File: config.mk
export PLATFORM = sky130hd
export DESIGN_NAME = seg_scan_controller
export DESIGN_NICKNAME = d
export VERILOG_FILES = /design/src/rtl/seg_scan_pkg.sv /design/src/rtl/seg_scan_controller_slot_timer.sv /design/src/rtl/seg_scan_controller.sv
export SDC_FILE = /design/constraint.sdc
export NUM_CORES = 1
export LEC_CHECK = 0
export BUFFER_PORTS_ARGS = -buffer_cell sky130_fd_sc_hd__buf_2
export CAP_MARGIN = 20
export CORE_MARGIN = 2
export CORE_UTILIZATION = 40
export DETAILED_ROUTE_END_ITERATION = 16
export HOLD_SLACK_MARGIN = 0.05
export PLACE_DENSITY_LB_ADDON = 0.3
export SYNTH_ARGS = -nofsm -noshare
export SYNTH_HDL_FRONTEND = slang
export SYNTH_SLANG_ARGS = --single-unit
File: constraint.sdc
create_clock -name clk -period 2.5 [get_ports clk]
set_input_delay 0.75 -clock clk [delete_from_list [all_inputs] [get_ports clk]]
set_output_delay 0.75 -clock clk [all_outputs]
set_load 0.03 [all_outputs]
File: src/rtl/seg_scan_pkg.sv
// ---------------------------------------------------------------------------
// seg_scan_pkg
//   Shared types and helpers for the seven-segment refresh scheduler.
//   - scan_state_t : slot phase, BLANK (all digits dark) or ON (digit lit)
//   - DIGIT_W      : bits per displayed digit (one hex nibble)
//   - sel_w(n)     : width of an index that addresses n digits
// ---------------------------------------------------------------------------
package seg_scan_pkg;

    typedef enum logic {
        BLANK = 1'b0,
        ON    = 1'b1
    } scan_state_t;

    localparam int unsigned DIGIT_W = 4;

    // Index width for n items; never returns 0 so ports stay legal.
    function automatic int unsigned sel_w(input int unsigned n);
        return (n <= 1) ? 1 : $clog2(n);
    endfunction

endpackage

File: src/rtl/seg_scan_controller_slot_timer.sv
// ---------------------------------------------------------------------------
// scan_slot_timer
//   Slot counter and BLANK/ON phase machine for one digit slot, plus the
//   PWM counter used to dim the lit phase.
//
// Ports
//   clk        in   system clock
//   reset      in   synchronous, active-high
//   enable     in   0 holds the timer at cycle 0 of a slot, phase BLANK
//   slot_first out  slot_cnt is 0 (first cycle of the current slot)
//   slot_wrap  out  slot_cnt is SLOT_CYCLES-1 (last cycle of the slot)
//   in_blank   out  current cycle is in the blanking gap
//   pwm_cnt    out  PWM phase counter, 0 on the first ON cycle of a slot
//
// BLANK_CYCLES must be at least 1 and less than SLOT_CYCLES.
// ---------------------------------------------------------------------------
module scan_slot_timer
    import seg_scan_pkg::*;
#(
    parameter int unsigned SLOT_CYCLES  = 50000,
    parameter int unsigned BLANK_CYCLES = 600,
    parameter int unsigned BRIGHT_W     = 4
) (
    input  logic                clk,
    input  logic                reset,
    input  logic                enable,
    output logic                slot_first,
    output logic                slot_wrap,
    output logic                in_blank,
    output logic [BRIGHT_W-1:0] pwm_cnt
);

    localparam int unsigned CNT_W = sel_w(SLOT_CYCLES);

    localparam logic [CNT_W-1:0] SLOT_LAST  = CNT_W'(SLOT_CYCLES - 1);
    localparam logic [CNT_W-1:0] BLANK_LAST = CNT_W'(BLANK_CYCLES - 1);

    logic [CNT_W-1:0] slot_cnt;
    scan_state_t      state;

    // Counter and phase share one process so the phase always lines up with
    // the count: BLANK spans counts 0..BLANK_CYCLES-1, ON the remainder.
    always_ff @(posedge clk) begin
        if (reset || !enable) begin
            slot_cnt <= '0;
            state    <= BLANK;
            pwm_cnt  <= '0;
        end else begin
            if (slot_cnt == SLOT_LAST) begin
                slot_cnt <= '0;
            end else begin
                slot_cnt <= slot_cnt + 1'b1;
            end

            unique case (state)
                BLANK: begin
                    if (slot_cnt == BLANK_LAST) begin
                        state   <= ON;
                        pwm_cnt <= '0;
                    end
                end
                ON: begin
                    if (slot_cnt == SLOT_LAST) begin
                        state <= BLANK;
                    end
                    // Deliberately modulo: the PWM period is 2**BRIGHT_W cycles.
                    pwm_cnt <= pwm_cnt + 1'b1;
                end
            endcase
        end
    end

    assign slot_first = (slot_cnt == '0);
    assign slot_wrap  = (slot_cnt == SLOT_LAST);
    assign in_blank   = (state == BLANK);

endmodule

File: src/rtl/seg_scan_controller.sv
// ---------------------------------------------------------------------------
// seg_scan_controller
//   Refresh scheduler for a multiplexed seven-segment display. Time-slices
//   NUM_DIGITS digits with a blanking gap at the start of every slot, dims the
//   lit phase with PWM, and double-buffers the digit data so a new value only
//   takes effect on a frame boundary.
//
// Ports
//   clk         in   system clock
//   reset       in   synchronous, active-high
//   enable      in   0 = display dark, scan held at slot 0
//   digits_in   in   digit k = digits_in[4k+3:4k]
//   load        in   1-cycle request to capture digits_in
//   load_ack    out  1-cycle pulse when captured data becomes active
//   brightness  in   0 = dark, all ones = full on
//   digit_sel   out  index of the current slot's digit
//   nibble      out  active value of digit digit_sel
//   an_n        out  active-low digit enables (one-hot-low or all ones)
//   frame_start out  high for cycle 0 of slot 0
//
// Every output is a register loaded with the values for the cycle whose
// inputs are sampled on that edge, so digit_sel, nibble and an_n move together.
// ---------------------------------------------------------------------------
module seg_scan_controller
    import seg_scan_pkg::*;
#(
    parameter int unsigned NUM_DIGITS   = 2,
    parameter int unsigned SLOT_CYCLES  = 50000,
    parameter int unsigned BLANK_CYCLES = 600,
    parameter int unsigned BRIGHT_W     = 4
) (
    input  logic                             clk,
    input  logic                             reset,
    input  logic                             enable,
    input  logic [DIGIT_W*NUM_DIGITS-1:0]    digits_in,
    input  logic                             load,
    output logic                             load_ack,
    input  logic [BRIGHT_W-1:0]              brightness,
    output logic [sel_w(NUM_DIGITS)-1:0]     digit_sel,
    output logic [DIGIT_W-1:0]               nibble,
    output logic [NUM_DIGITS-1:0]            an_n,
    output logic                             frame_start
);

    localparam int unsigned SEL_W  = sel_w(NUM_DIGITS);
    localparam int unsigned DATA_W = DIGIT_W * NUM_DIGITS;

    localparam logic [SEL_W-1:0] DIGIT_LAST = SEL_W'(NUM_DIGITS - 1);

    // Slot timing
    logic                slot_first;
    logic                slot_wrap;
    logic                in_blank;
    logic [BRIGHT_W-1:0] pwm_cnt;

    // Scan and buffer state
    logic [SEL_W-1:0]  digit_idx;
    logic [DATA_W-1:0] shadow;
    logic [DATA_W-1:0] active;
    logic              pending;

    // Next-cycle values
    logic                 boundary;
    logic                 commit;
    logic [DATA_W-1:0]    active_next;
    logic [SEL_W-1:0]     sel_now;
    logic [DIGIT_W-1:0]   active_digits [NUM_DIGITS];
    logic [DIGIT_W-1:0]   nibble_next;
    logic                 lit;
    logic [NUM_DIGITS-1:0] an_next;

    scan_slot_timer #(
        .SLOT_CYCLES  (SLOT_CYCLES),
        .BLANK_CYCLES (BLANK_CYCLES),
        .BRIGHT_W     (BRIGHT_W)
    ) u_timer (
        .clk        (clk),
        .reset      (reset),
        .enable     (enable),
        .slot_first (slot_first),
        .slot_wrap  (slot_wrap),
        .in_blank   (in_blank),
        .pwm_cnt    (pwm_cnt)
    );

    always_comb begin
        boundary = enable && slot_first && (digit_idx == '0);
        // Transfer uses the shadow as it stood before this cycle's load.
        commit      = boundary && pending;
        active_next = commit ? shadow : active;

        // digit_idx may still be non-zero on the first disabled cycle.
        sel_now = enable ? digit_idx : '0;

        for (int k = 0; k < int'(NUM_DIGITS); k++) begin
            active_digits[k] = active_next[k*DIGIT_W +: DIGIT_W];
        end
        nibble_next = active_digits[sel_now];

        // All-ones must be fully on; pwm_cnt < brightness alone tops out one short.
        lit = (brightness == '1) || (pwm_cnt < brightness);

        an_next = '1;
        if (enable && !in_blank && lit) begin
            an_next[sel_now] = 1'b0;
        end
    end

    always_ff @(posedge clk) begin
        if (reset) begin
            digit_idx   <= '0;
            shadow      <= '0;
            active      <= '0;
            pending     <= 1'b0;
            digit_sel   <= '0;
            nibble      <= '0;
            an_n        <= '1;
            load_ack    <= 1'b0;
            frame_start <= 1'b0;
        end else begin
            if (!enable) begin
                digit_idx <= '0;
            end else if (slot_wrap) begin
                digit_idx <= (digit_idx == DIGIT_LAST) ? '0 : digit_idx + 1'b1;
            end

            // A load is never dropped; one landing on a commit stays pending.
            if (load) begin
                shadow  <= digits_in;
                pending <= 1'b1;
            end else if (commit) begin
                pending <= 1'b0;
            end

            active      <= active_next;
            digit_sel   <= sel_now;
            nibble      <= nibble_next;
            an_n        <= an_next;
            load_ack    <= commit;
            frame_start <= boundary;
        end
    end

endmodule

Word level (Yosys, flattened, before mapping)
Index checks and enable logic that the tools add are counted.
W data, S select, Z words.

operators by class
  $add $sub $neg = 3
  multipliers = 0
  div/mod/pow operators = 0
  $lt $le $gt $ge = 4
  equality and inequality tests = 4
  shift-type cells = 0
  multiplexer cells = 15
  bitwise gates (word level) = 6
  reduce and logical (&&, ||, !) cells = 14

operator list
  operator                 number
  $add A16 B1 Y16 const B  1
  $eq A16 B10 Y1 const B   1
  $eq A16 B16 Y1 const B   1
  $logic_not A16 Y1        1
  $mux W4                  4
  $mux W8                  1
  $pmux W4 S2              1
  $mux W1                  7
  $logic_and A1 B1 Y1      6
  $reduce_or A2 Y1         3
  $add A4 B1 Y4 const B    1
  $eq A4 B4 Y1 const B     1
  $lt A4 B4 Y1             1
  $not A1 Y1               4
  $ge A2 B2 Y1 const B     1
  $logic_or A1 B1 Y1       2
  $lt A1 B2 Y1 const B     1
  $ne A2 B1 Y1 const B     1
  $not A1 Y2               1
  $not A2 Y2               1
  $pmux W1 S2              1
  $reduce_bool A2 Y1       1
  $add A1 B1 Y1 const B    1
  $demux W1 S1             1
  other kinds (2)          2

word-level totals
  bits in registers = 48
  latch bits = 0
  RAM bits = 0
  memory bits (read-only) = 0
  input bits = 16
  output and inout bits = 9
  logic and storage cells = 58
  memories = 0

Logic depth before layout (Yosys ltp)
  depth after elaboration = 8
  depth in mapped cells = 7
  gate-level depth less buffers = 6

Modules after synthesis
Synthesis repeated with hierarchy kept, for this count alone.

second synthesis, totals
  cells, all modules = 215
  area, all modules = 2,048.2 um^2

modules (own cells, without submodules)
  module               times used  cells an instance  area each (um^2)  sequential area each (um^2)
  scan_slot_timer      1           118                1,036.0           420.4
  seg_scan_controller  1           97                 1,012.2           540.5

Worst setup path before layout
Ideal clock, no wire load.

  path type = input to register
  start point = input port enable
  end point = register active[1]
  setup time = 0.116 ns
  data arrival time = 1.822 ns
  data required time = 2.384 ns
  setup slack = 0.562 ns
  stages on the path = 5
  path buffers = 1
  path through = and4bb_2 and4_1 clkbuf_1 nand3_1 a31o_2

between the ends
  word-level cells in the longest chain between the ends = 4

RTL lines
  item                               RTL line                    text
  start: declaration                 seg_scan_controller.sv:34   input logic enable,
  $logic_and A1 B1 Y1 (2 in series)  seg_scan_controller.sv:87   boundary = enable && slot_first && (digit_idx == '0);
  $logic_and A1 B1 Y1                seg_scan_controller.sv:89   commit = boundary && pending;
  $mux W8                            seg_scan_controller.sv:90   active_next = commit ? shadow : active;
  end signal: assignment             seg_scan_controller.sv:135  active <= active_next;
  end: declaration                   seg_scan_controller.sv:59   logic [DATA_W-1:0] active;

Every way passes these cells.
A chain may end at the register's enable or synchronous reset.

Worst setup path after layout
  start point = register u_timer.slot_cnt[12]
  end point = register u_timer.slot_cnt[3]

between the ends
  word-level cells in the longest chain between the ends = 2

RTL lines
  item                               RTL line                              text
  start: declaration                 seg_scan_controller_slot_timer.sv:38  logic [CNT_W-1:0] slot_cnt;
  start signal: assignment           seg_scan_controller_slot_timer.sv:52  slot_cnt <= slot_cnt + 1'b1;
  $eq A16 B16 Y1                     seg_scan_controller_slot_timer.sv:49  if (slot_cnt == SLOT_LAST) begin
  $reduce_or A2 Y1 (no source line)  --

Every way passes these cells.

==> reports/qor.yml <==
run_status:
  status: "finished, final reports clean"
power:
  p_int_mw: 1.04
  power_density_nw_per_um2: 556
  swShare: 0.231
  power_frac_comb: 0.069
  power_frac_seq: 0.585
  pwr-share-clk: 0.345
  power.leakage_nw: 0.993
  peakVddDrop_mv: 0.200
  switching_power_uw: 313
logic_synthesis:
  synthesis.nets: 250
  synthesis.area_um2: 2160
  async_reset_ff_frac: 0
  synth_top_area_frac: 0.444
  yosysTopAreaCell: "dfxtp_1"
  yosysSeqAreaShare: 0.444
  synth_area_per_cell_um2: 9.49
  synthCells: 228
  synth_cell_types: 44
  yosysWarnings: 0
  ys_ff_latch: 48
  ys_top_cells_by_area: "dfxtp_1 44%, mux2i_1 6.0%, nor2_1 4.3%"
  synth_edf_count: 0
  ys.flop_type: "dfxtp_1"
die:
  die_h_um: 77.6
  coreArea_um2: 5170
  io-pin-count: 25
  rows: 26
  start_util: 0.418
  floorplan.die_area_um2: 6020
  die_x_um: 77.6
clock_tree:
  cts-buffers-inserted: 5
  root_buffer: "clkbuf_8"
  cts_tree: "yes"
  cts.htree.levels: 2
  cts_resized: 0
  cts.sinks: 48
  insertion_delay_ns: 0.30
  cts_setup_buffers: 0
  clock_path_buffers: 2
  hold_buffers: 0
  clkTransAtPathRegs_ns: 0.09
sta:
  fin_skew_ns: 0.0109
  hold_viol: 0
  slew_headroom: 0.575
  fmax_ghz: 0.508
  setup_tns_ns: 0
  worstMarginPinSlew_ns: 0.637
  min_period_ns: 1.97
  final-max-slew-violation-count: 0
  fin_crit_sh: 0.787
  whs_ns: 0.468
  finalSetupViolations: 0
  rsz0062_at_grt: "false"
detailed_routing:
  dr.pass1.iters: 4
  drc_errors: 0
  post_drt_wl_per_cell_um: 12.5
  ant_nets: 0
  vias_per_cell: 5.18
  drt_iter0_markers: 97
  drt-total-wl_mm: 4.03
  vias: 1674
setup_path:
  critPathSlowestCell: "o31ai_4"
  crit_arrival_ns: 2.12
  r2r_start: "u_timer.slot_cnt[12]"
  setup.worst_path.end_class: "flop"
  path_max_fanout: 15
  worstPathRequired_ns: 2.66
  startpoint_type: "flop"
  cp_cell_sequence: "or2_4 > or4_4 > o31ai_4 > nor2_1"
  critPathMaxStageDelay_ns: 0.59
  crit_start: "u_timer.slot_cnt[12]"
  crit_type: "reg -> reg"
  ff2ff_setup_slack_ns: 0.53
min_path:
  hp-class: "reg -> reg"
  min_from: "active[0]"
placed_design:
  port_buffers: 24
  dpl_cell_area_um2: 2340
  dp_cells: 316
  hpwl_mm: 3.00
  gp_congestion: 0.765
grt:
  grt_util_all_layers: 0.145
  antenna_found_initial: 0
  grt_max_degree: 17
  grt_pass1_wl_mm: 7.03
  gr-total-overflow: 0
  grt_pass1_vias: 1572
final_layout:
  finalInstanceArea_um2: 2430
  fill_cells: 512
  drive_gt1_frac: 0.190
  num-nets-final: 275
  diodes: 0
  area_growth_pct: 12.4
  register_area_um2: 961
  utilization: 0.470
  final_cells: 323
  multi_input_area_um2: 1120
flow_run:
  maxCapViolCount: 0
state kept, by name (all words and copies together) (netlist names):
signal and count:
active 8, an_n 2, digit_idx 1, digit_sel 1
frame_start 1, load_ack 1, nibble 4, pending 1
shadow 8, u_timer.pwm_cnt 4, u_timer.slot_cnt 16, u_timer.state 1
power groups by stage:
stage | combinational [mW] | sequential [mW] | clock (mW)
floorplan | 0.0614 | 0.814 | 0
finish | 0.0935 | 0.793 | 0.468
global placement | 0.0923 | 0.810 | 0
global route | 0.106 | 0.796 | 0.521
CTS | 0.0942 | 0.793 | 0.483
detailed placement | 0.0937 | 0.811 | 0
critical path: cells and delay by family (launching register included):
kind | cells | cell delay [ns]
DFF | 1 | 0.35
AOI/OAI and AO/OA | 1 | 0.59
and+or+nand+nor | 3 | 0.89
kinds of logic (layout without fill, tap and decap cells):
| family | count (synthesis) | count (layout) | share of synthesized area |
|---|---|---|---|
| mux | 15 | 15 | 0.0705 |
| buf+inv | 18 | 43 | 0.0381 |
| simple gates | 93 | 93 | 0.242 |
| compound gates | 36 | 36 | 0.123 |
| xor+xnor | 12 | 12 | 0.0486 |
| fa+ha+maj | 6 | 6 | 0.0347 |
| flops | 48 | 48 | 0.444 |
area by class of cell:
| type | count | share of cell area |
|---|---|---|
| Sequential cell | 48 | 0.395 |
| Timing Repair Buffer | 26 | 0.0555 |
| Multi-Input combinational cell | 162 | 0.461 |
| Clock buffer | 6 | 0.0339 |
| Inverter | 10 | 0.0154 |
| Clock inverter | 1 | 0.00360 |
| Tap cell | 70 | 0.0360 |
placed cells by master, fill, tap and decap left out, drive strengths merged, types with 3 or more instances in the layout:
master	n
a31o	6
inv	9
nand2	16
ha	6
nand4	8
o22ai	3
o21a	3
dfxtp	48
a21oi	6
or4	4
nor4	3
and4	4
o21ai	5
nand2b	4
o31ai	4
nand3	13
buf	26
nor3	6
clkbuf	6
nor2	25
xor2	10
mux2i	13
synth_stat cells (4+ instances only):
library cell	instances
dfxtp_1	48
ha_1	6
a31o_2	6
o21ai_0	5
and4_1	4
a21oi_1	6
nand4_1	8
nand3_1	12
xor2_1	10
inv_1	9
nand2_1	16
nor3_1	6
mux2i_1	13
clkbuf_1	4
nand2b_1	4
nor2_1	25
routing by layer:
| layer | wire length (um) | GRT usage |
|---|---|---|
| met1 | 2120 | 0.198 |
| met2 | 1700 | 0.220 |
| met3 | 160 | 0.0314 |
| met4 | 53 | 0.0643 |
| met5 | 0 | 0 |
metrics by stage:
stage / setup WS (ns) / total power [mW]
after global placement: 0.454 / 0.903
after global routing: 0.374 / 1.42
after detailed placement: 0.417 / 0.904
after CTS: 0.515 / 1.37
final: 0.532 / 1.35
after floorplan: 0.562 / 0.875
worst paths after layout:
| kind | to | cells past startpoint |
|---|---|---|
| worst max-delay path | u_timer.slot_cnt[3] | 4 |
| worst min-delay path | active[0] | 1 |
| worst max register to register | u_timer.slot_cnt[3] | 4 |
| worst min register to register | active[0] | 1 |
Note: power is estimated with default switching activity, not from simulation.
